<file path="src/rtl/pipeline_ctrl.sv">
// Pipeline hazard controller: per-stage stall vector, exception/ERET redirect and flush,
// and a multi-cycle divide sequencer that holds EX while the divider runs.
module pipeline_ctrl #(
    parameter int DIV_CYCLES = 32
) (
    input  logic        clk,
    input  logic        rst,
    input  logic        if_wait,
    input  logic        id_load_use,
    input  logic        ex_div_start,
    input  logic        mem_wait,
    input  logic        mem_exc_valid,
    input  logic [31:0] mem_exc_target,
    output logic [4:0]  stall,
    output logic        flush,
    output logic        new_pc_valid,
    output logic [31:0] new_pc,
    output logic        div_busy,
    output logic        div_done
);

    localparam logic [6:0] DIV_LOAD = 7'(DIV_CYCLES - 1);

    typedef enum logic {
        EXC_RUN           = 1'b0,
        EXC_REDIRECT_WAIT = 1'b1
    } exc_state_t;

    typedef enum logic [1:0] {
        DIV_IDLE = 2'd0,
        DIV_BUSY = 2'd1,
        DIV_DONE = 2'd2
    } div_state_t;

    exc_state_t  exc_state_r;
    exc_state_t  exc_state_next_s;
    logic [31:0] target_r;
    logic [31:0] target_next_s;
    logic [31:0] new_pc_r;
    logic [31:0] redirect_pc_s;
    logic        exc_accept_s;
    logic        flush_s;
    logic        redirect_s;

    div_state_t  div_state_r;
    div_state_t  div_state_step_s;
    div_state_t  div_state_next_s;
    logic [6:0]  div_cnt_r;
    logic [6:0]  div_cnt_step_s;
    logic [6:0]  div_cnt_next_s;
    logic        div_start_s;
    logic        div_busy_s;
    logic        div_done_s;
    logic        div_stall_s;
    logic [4:0]  stall_s;

    assign exc_accept_s = mem_exc_valid && !mem_wait && (exc_state_r == EXC_RUN);

    // Exception FSM: redirect immediately when IF is free, otherwise park the target and keep flushing.
    always_comb begin
        exc_state_next_s = exc_state_r;
        target_next_s    = target_r;
        flush_s          = 1'b0;
        redirect_s       = 1'b0;
        redirect_pc_s    = new_pc_r;
        case (exc_state_r)
            EXC_RUN: begin
                if (exc_accept_s) begin
                    flush_s = 1'b1;
                    if (if_wait) begin
                        exc_state_next_s = EXC_REDIRECT_WAIT;
                        target_next_s    = mem_exc_target;
                    end else begin
                        redirect_s    = 1'b1;
                        redirect_pc_s = mem_exc_target;
                    end
                end else begin
                    exc_state_next_s = EXC_RUN;
                end
            end
            EXC_REDIRECT_WAIT: begin
                flush_s = 1'b1;
                if (!if_wait) begin
                    redirect_s       = 1'b1;
                    redirect_pc_s    = target_r;
                    exc_state_next_s = EXC_RUN;
                end else begin
                    exc_state_next_s = EXC_REDIRECT_WAIT;
                end
            end
            default: begin
                exc_state_next_s = EXC_RUN;
            end
        endcase
    end

    // Divide sequencer: the start cycle counts as the first stall cycle, so BUSY lasts DIV_CYCLES-1 cycles.
    always_comb begin
        div_state_step_s = div_state_r;
        div_cnt_step_s   = div_cnt_r;
        div_start_s      = 1'b0;
        div_busy_s       = 1'b0;
        div_done_s       = 1'b0;
        case (div_state_r)
            DIV_IDLE: begin
                if (ex_div_start && !mem_wait && !flush_s) begin
                    div_start_s      = 1'b1;
                    div_state_step_s = DIV_BUSY;
                    div_cnt_step_s   = DIV_LOAD;
                end else begin
                    div_state_step_s = DIV_IDLE;
                end
            end
            DIV_BUSY: begin
                div_busy_s = 1'b1;
                if (mem_wait) begin
                    div_cnt_step_s = div_cnt_r;
                end else if (div_cnt_r <= 7'd1) begin
                    div_cnt_step_s   = 7'd0;
                    div_state_step_s = DIV_DONE;
                end else begin
                    div_cnt_step_s = div_cnt_r - 7'd1;
                end
            end
            DIV_DONE: begin
                div_done_s       = !flush_s;
                div_state_step_s = DIV_IDLE;
            end
            default: begin
                div_state_step_s = DIV_IDLE;
                div_cnt_step_s   = 7'd0;
            end
        endcase
    end

    assign div_state_next_s = flush_s ? DIV_IDLE : div_state_step_s;
    assign div_cnt_next_s   = flush_s ? 7'd0 : div_cnt_step_s;
    assign div_stall_s      = div_start_s || div_busy_s;

    // Stall vector: OR of prefix masks, so any set bit implies all younger-stage bits are set.
    always_comb begin
        stall_s = 5'b00000;
        if (rst || exc_accept_s) begin
            stall_s = 5'b00000;
        end else begin
            if (if_wait) begin
                stall_s = stall_s | 5'b00001;
            end else begin
                stall_s = stall_s;
            end
            if (id_load_use) begin
                stall_s = stall_s | 5'b00011;
            end else begin
                stall_s = stall_s;
            end
            if (div_stall_s) begin
                stall_s = stall_s | 5'b00111;
            end else begin
                stall_s = stall_s;
            end
            if (mem_wait) begin
                stall_s = stall_s | 5'b01111;
            end else begin
                stall_s = stall_s;
            end
            if (exc_state_r == EXC_REDIRECT_WAIT) begin
                stall_s = stall_s | 5'b00001;
            end else begin
                stall_s = stall_s;
            end
        end
    end

    // Outputs forced to reset values whenever rst is high.
    always_comb begin
        stall = stall_s;
        if (rst) begin
            flush        = 1'b0;
            new_pc_valid = 1'b0;
            new_pc       = 32'h0000_0000;
            div_busy     = 1'b0;
            div_done     = 1'b0;
        end else begin
            flush        = flush_s;
            new_pc_valid = redirect_s;
            new_pc       = redirect_pc_s;
            div_busy     = div_busy_s;
            div_done     = div_done_s;
        end
    end

    // State registers; new_pc_r remembers the last redirect address.
    always_ff @(posedge clk) begin
        if (rst) begin
            exc_state_r <= EXC_RUN;
            target_r    <= 32'h0000_0000;
            new_pc_r    <= 32'h0000_0000;
            div_state_r <= DIV_IDLE;
            div_cnt_r   <= 7'd0;
        end else begin
            exc_state_r <= exc_state_next_s;
            target_r    <= target_next_s;
            new_pc_r    <= redirect_pc_s;
            div_state_r <= div_state_next_s;
            div_cnt_r   <= div_cnt_next_s;
        end
    end

endmodule

</file>
<file path="config.mk">
export PLATFORM = sky130hd
export DESIGN_NAME = pipeline_ctrl
export DESIGN_NICKNAME = d
export VERILOG_FILES = /design/src/rtl/pipeline_ctrl.sv
export SDC_FILE = /design/constraint.sdc
export NUM_CORES = 1
export LEC_CHECK = 0
export CAP_MARGIN = 20
export CORE_AREA = 2 2 109 111
export CTS_CLUSTER_SIZE = 40
export DETAILED_ROUTE_END_ITERATION = 16
export DIE_AREA = 0 0 111 113
export PLACE_DENSITY = 0.66
export SYNTH_ARGS = -nofsm -noshare
export SYNTH_HDL_FRONTEND = slang
export SYNTH_SLANG_ARGS = --single-unit
</file>
<file path="constraint.sdc">
create_clock -name clk -period 1.7 [get_ports clk]
set_clock_uncertainty 0.2 [all_clocks]
set_input_delay 0.17 -clock clk [delete_from_list [all_inputs] [get_ports clk]]
set_output_delay 0.17 -clock clk [all_outputs]
set_load 0.1 [all_outputs]
</file>
## After elaboration in Yosys (flattened, before gate mapping)

Index checks and enable logic that the tools add are counted.

| word-level totals | value |
|---|---|
| bits in registers | 74 |

| cells by class | value |
|---|---|
| add/sub/neg operators | 1 |
| order comparisons | 1 |
| eq/ne operators | 5 |
| muxes and demuxes | 35 |
| bitwise logic cells | 2 |
| reductions and logical operators | 13 |

Operators with widths:

| cell | number |
|---|---|
| $mux W32 | 4 |
| $pmux W32 S2 | 1 |
| $mux W7 | 3 |
| $pmux W7 S3 | 1 |
| $mux W1 | 16 |
| $mux W4 | 2 |
| $le A7 B1 Y1 const B | 1 |
| $sub A7 B1 Y7 const B | 1 |
| $mux W2 | 3 |
| $ne A2 B2 Y1 const B | 3 |
| $pmux W1 S2 | 3 |
| $reduce_and A3 Y1 | 2 |
| $logic_and A1 B1 Y1 | 4 |
| $pmux W2 S2 | 1 |
| $mux W3 | 1 |
| $eq A2 B1 Y1 const B | 1 |
| $eq A2 B2 Y1 const B | 1 |
| $logic_not A1 Y1 | 2 |
| $logic_not A2 Y1 | 1 |
| $logic_or A1 B1 Y1 | 2 |
| $not A1 Y1 | 2 |
| $reduce_and A2 Y1 | 1 |
| $reduce_or A2 Y1 | 1 |

## Depth between registers and ports, before layout

| logic depth | value |
|---|---|
| depth after elaboration | 14 |
| depth in mapped cells | 6 |
| depth with buffers taken out | 6 |

## Worst setup path after synthesis

OpenSTA, ideal clock, no wires.

| timing path | value |
|---|---|
| kind | register to output |
| from | register exc_state_r |
| to | output div_done |
| data arrival time | 2,962 ps |
| slack | -1,632 ps |
| cell stages (with the launch flop) | 5 |
| buffers on the path | 1 |
| cell sequence | dfxtp_1 > or2_4 > or2_1 > buf_2 > nor3_1 |

| on the way | value |
|---|---|
| longest elaborated chain between the ends | 7 |

RTL lines:

| element | RTL line | source |
|---|---|---|
| start: declaration | 35 | `exc_state_t exc_state_r;` |
| start signal: assignment | 201 | `exc_state_r <= exc_state_next_s;` |
| $not A1 Y1 (no line) | n/a |  |
| $logic_and A1 B1 Y1 | 57 | `assign exc_accept_s = mem_exc_valid && !mem_wait && (exc_state_r == EXC_RUN);` |
| $mux W1 | 68 | `if (exc_accept_s) begin` |
| $pmux W1 S2 * | 66 | `case (exc_state_r)` |
| $logic_not A1 Y1 * | 126 | `div_done_s = !flush_s;` |
| $mux W1 * | 104 | `case (div_state_r)` |
| $mux W1 * | 177 | `if (rst) begin` |
| end: declaration | 19 | `output logic div_done` |

Every way passes the cells marked *; elsewhere a longest branch is shown, timed or not.

## Worst setup path in the final report

| timing path | value |
|---|---|
| from | register exc_state_r |
| to | output stall[2] |

| on the way | value |
|---|---|
| longest elaborated chain between the ends | 12 |

RTL lines:

| element | RTL line | source |
|---|---|---|
| $not A1 Y1 (no line) | n/a |  |
| $logic_and A1 B1 Y1 | 57 |  |
| $mux W1 | 68 |  |
| $pmux W1 S2 | 66 |  |
| $logic_not A1 Y1 | 106 | `if (ex_div_start && !mem_wait && !flush_s) begin` |
| $logic_and A1 B1 Y1 | 106 |  |
| $mux W1 | 106 |  |
| $mux W1 | 104 |  |
| $logic_or A1 B1 Y1 | 138 | `assign div_stall_s = div_start_s \|\| div_busy_s;` |
| $mux W3 | 156 | `if (div_stall_s) begin` |
| $mux W4 | 161 | `if (mem_wait) begin` |
| $mux W4 * | 143 | `if (rst \|\| exc_accept_s) begin` |
| end: declaration | 14 | `output logic [4:0] stall,` |

Marked as above.

==> summary.md <==
| Metric | Value |
|---|---|
| Footprint of the multi-input gates | `2430 sq um` |
| MaxCap Viol Count | `0` |
| Startpoint Class | `flop` |
| Largest net degree at the start of global routing | `43` |
| Clk sinks | `74` |
| Register Area | `1490 sq um` |
| Area fraction of the dominant cell type after synthesis | `0.394` |
| Post-synth EDFFs | `0` |
| Dpl hpwl | `7.65 mm` |
| Synth area leader | `dfxtp_1` |
| Die area | `12500 sq um` |
| Vias/cell | `5.29` |
| Drt first pass iters | `4` |
| Fin nets | `636` |
| Placed instance area | `5620 sq um` |
| Vias in the first global route | `3992` |
| Syn_area_per_cell | `7.60 sq um` |
| Cell area after synthesis | `3760 sq um` |
| Antenna cells | `0` |
| Fill count | `969` |
| Synth top cells by count | `104 x a21oi_1, 76 x nor2_1, 74 x dfxtp_1` |
| Cell variety after synth | `44` |
| Worst-Skew Late Latency | `0.33 ns` |
| P&R area growth vs syn | `70.0%` |
| DRC viols | `0` |
| Final Hold Fails | `0` |
| Hold depth | `3` |
| Synthesized netlist cell count | `495` |
| Die height | `113 um` |
| TritonCTS clock tree | `done` |
| Share of synthesized registers carrying an async set or reset | `0` |
| Antenna viol nets, final | `0` |
| WHS | `0.116 ns` |
| Rows | `39` |
| #FFs+latches synth | `74` |
| 1st-iter DRT viols | `200` |
| Post-place setup slack | `-0.429 ns` |
| Initial antenna violation count | `0` |
| Die W | `111 um` |
| CP Class | `flop to primary output` |
| R2R depth | `5` |
| Htree depth | `3` |
| Worst min path class | `input pin to flop` |
| Final non-filler cell total | `742` |
| Share of cells above drive strength 1 | `0.341` |
| Avg WL per Cell | `16.7 um` |
| Peak VDD IR | `0.538 mV` |
| Post-Place Cells | `713` |
| Status | `finished with violations` |
| Failing checks | `setup timing` |
| Post-synth top flop | `dfxtp_1` |
| Pins Over Slew Limit | `0` |
| Synth warnings | `0` |
| Syn_nets | `536` |
| Final core occ | `0.567` |
| Crit. End Element | `primary output` |
| Maximum clock path buffer count | `2` |
| Initial core utilization | `0.334` |
| Vias | `3927` |
| Hold-fix buffer count after cts | `0` |
| Final Instance Area | `6390 sq um` |
| Synth top area cells | `dfxtp_1 39%, a21oi_1 14%, o221a_2 8.7%` |
| Global-route wire length before repair | `19.7 mm` |
| Leakage Power | `2.36 nW` |
| RSZ-0062 raised after global routing | `yes` |
| Port Buffers | `78` |
| Period utilisation layout | `1.20` |
| Register area share after synthesis | `0.394` |
| Period minus WS final | `2.05 ns` |
| Worst-path fanout max | `5` |
| Core Area | `11300 sq um` |
| Max Freq | `489 MHz` |
| Gr ovfl total | `0` |
| CTS Root Cell | `clkbuf_16` |
| IO Pins | `80` |
| Crit path arrival time | `1.68 ns` |
| Final setup vio count | `39` |
| Worst-path clk slew | `0.06 ns` |
| Final wirelength | `12.4 mm` |
| Data required time of the worst path | `1.33 ns` |
| TritonCTS Buffers | `9` |
| PnR worst setup slack | `-0.345 ns` |
| Routability Congestion | `0.880` |
| Top-count cell post-synth | `a21oi_1` |
| PwrDens | `828 nW/um^2` |
| Global-route usage over all layers | `0.195` |
-- sequential cells by signal (all words and copies together), names as in the netlist --
name and flops:
target_r 32, new_pc_r 32, div_cnt_r 7, exc_state_r 1, div_state_r 2
-- timing repair --
action | in CTS | in global routing
pin swaps | 8 | 18
gates cloned | 5 | 1
resized for setup | 33 | 34
endpoints found under the setup margin | 46 | 62
setup buffers | 6 | 4
-- worst max-delay path, cell delays in order (launching register included) --
cell and delay [ns]:
dfxtp_4 0.36, or3b_4 0.39, a21oi_4 0.17, o21ai_2 0.09, a21oi_4 0.14, buf_12 0.19
-- cell type report --
cell class | count | share of cell area
clock inverter | 2 | 0.00548
timing repair buffer | 132 | 0.287
clock buffer | 13 | 0.0423
sequential | 74 | 0.233
multi-input combinational | 338 | 0.381
tap | 143 | 0.0280
inverter | 40 | 0.0235
-- per-stage QoR --
step | TNS (ns) | power [mW]
2_1_floorplan | -1.02 | 2.75
3_3_place_gp | -28.74 | 3.21
3_5_place_dp | -30.90 | 3.23
4_1_cts | -10.79 | 5.29
5_1_grt | -12.27 | 5.48
6_report | -9.94 | 5.29
-- report_power, final --
group	switching (mW)	internal [mW]
Sequential	0.0486	1.81
Clock	0.724	1.25
Combinational	0.860	0.608
-- worst paths after layout --
check / start / end / slack [ns]
setup reg to reg: exc_state_r$_SDFF_PP0_ / div_cnt_r[3]$_SDFFE_PP0P_ / -0.05
hold / removal: rst / target_r[12]$_SDFFE_PP0P_ / 0.12
hold reg to reg: target_r[6]$_SDFFE_PP0P_ / target_r[6]$_SDFFE_PP0P_ / 0.27
setup / recovery: exc_state_r$_SDFF_PP0_ / stall[2] / -0.35
-- layer usage --
layer	vias to the layer above	global-route usage	part of all wire
met1	1912	0.219	0.41
met3	15	0.0471	0.048
li1	1898	-	-
met5	-	0	0
met4	0	0.0808	0.018
met2	102	0.355	0.52
-- cells in the final DEF, fill, tap and decap left out, types with 3 or more instances in the layout --
cell and instances:
buf_4 33, nor3_1 5, nand3_1 4, clkbuf_8 3, clkbuf_16 10, buf_12 51, clkdlybuf4s50_1 34, nor2_1 71
nor2_4 5, dfxtp_1 70, a21oi_1 77, a21oi_2 25, buf_6 5, nand2_1 73, o221a_4 32, nor3_4 3
a21oi_4 3, buf_16 3, inv_1 40
-- cells by family (layout without fill, tap and decap cells) --
group	count (synthesis)	after routing	synth area share
other	1	1	0.000997
buffers and inverters	83	187	0.103
XOR/XNOR	1	1	0.00233
AO/OA/AOI/OAI	156	156	0.283
AND/OR/NAND/NOR	178	178	0.210
flip-flops	74	74	0.394
adder cells (fa/ha/maj)	2	2	0.00665
Power figures use the tool's default switching activity.
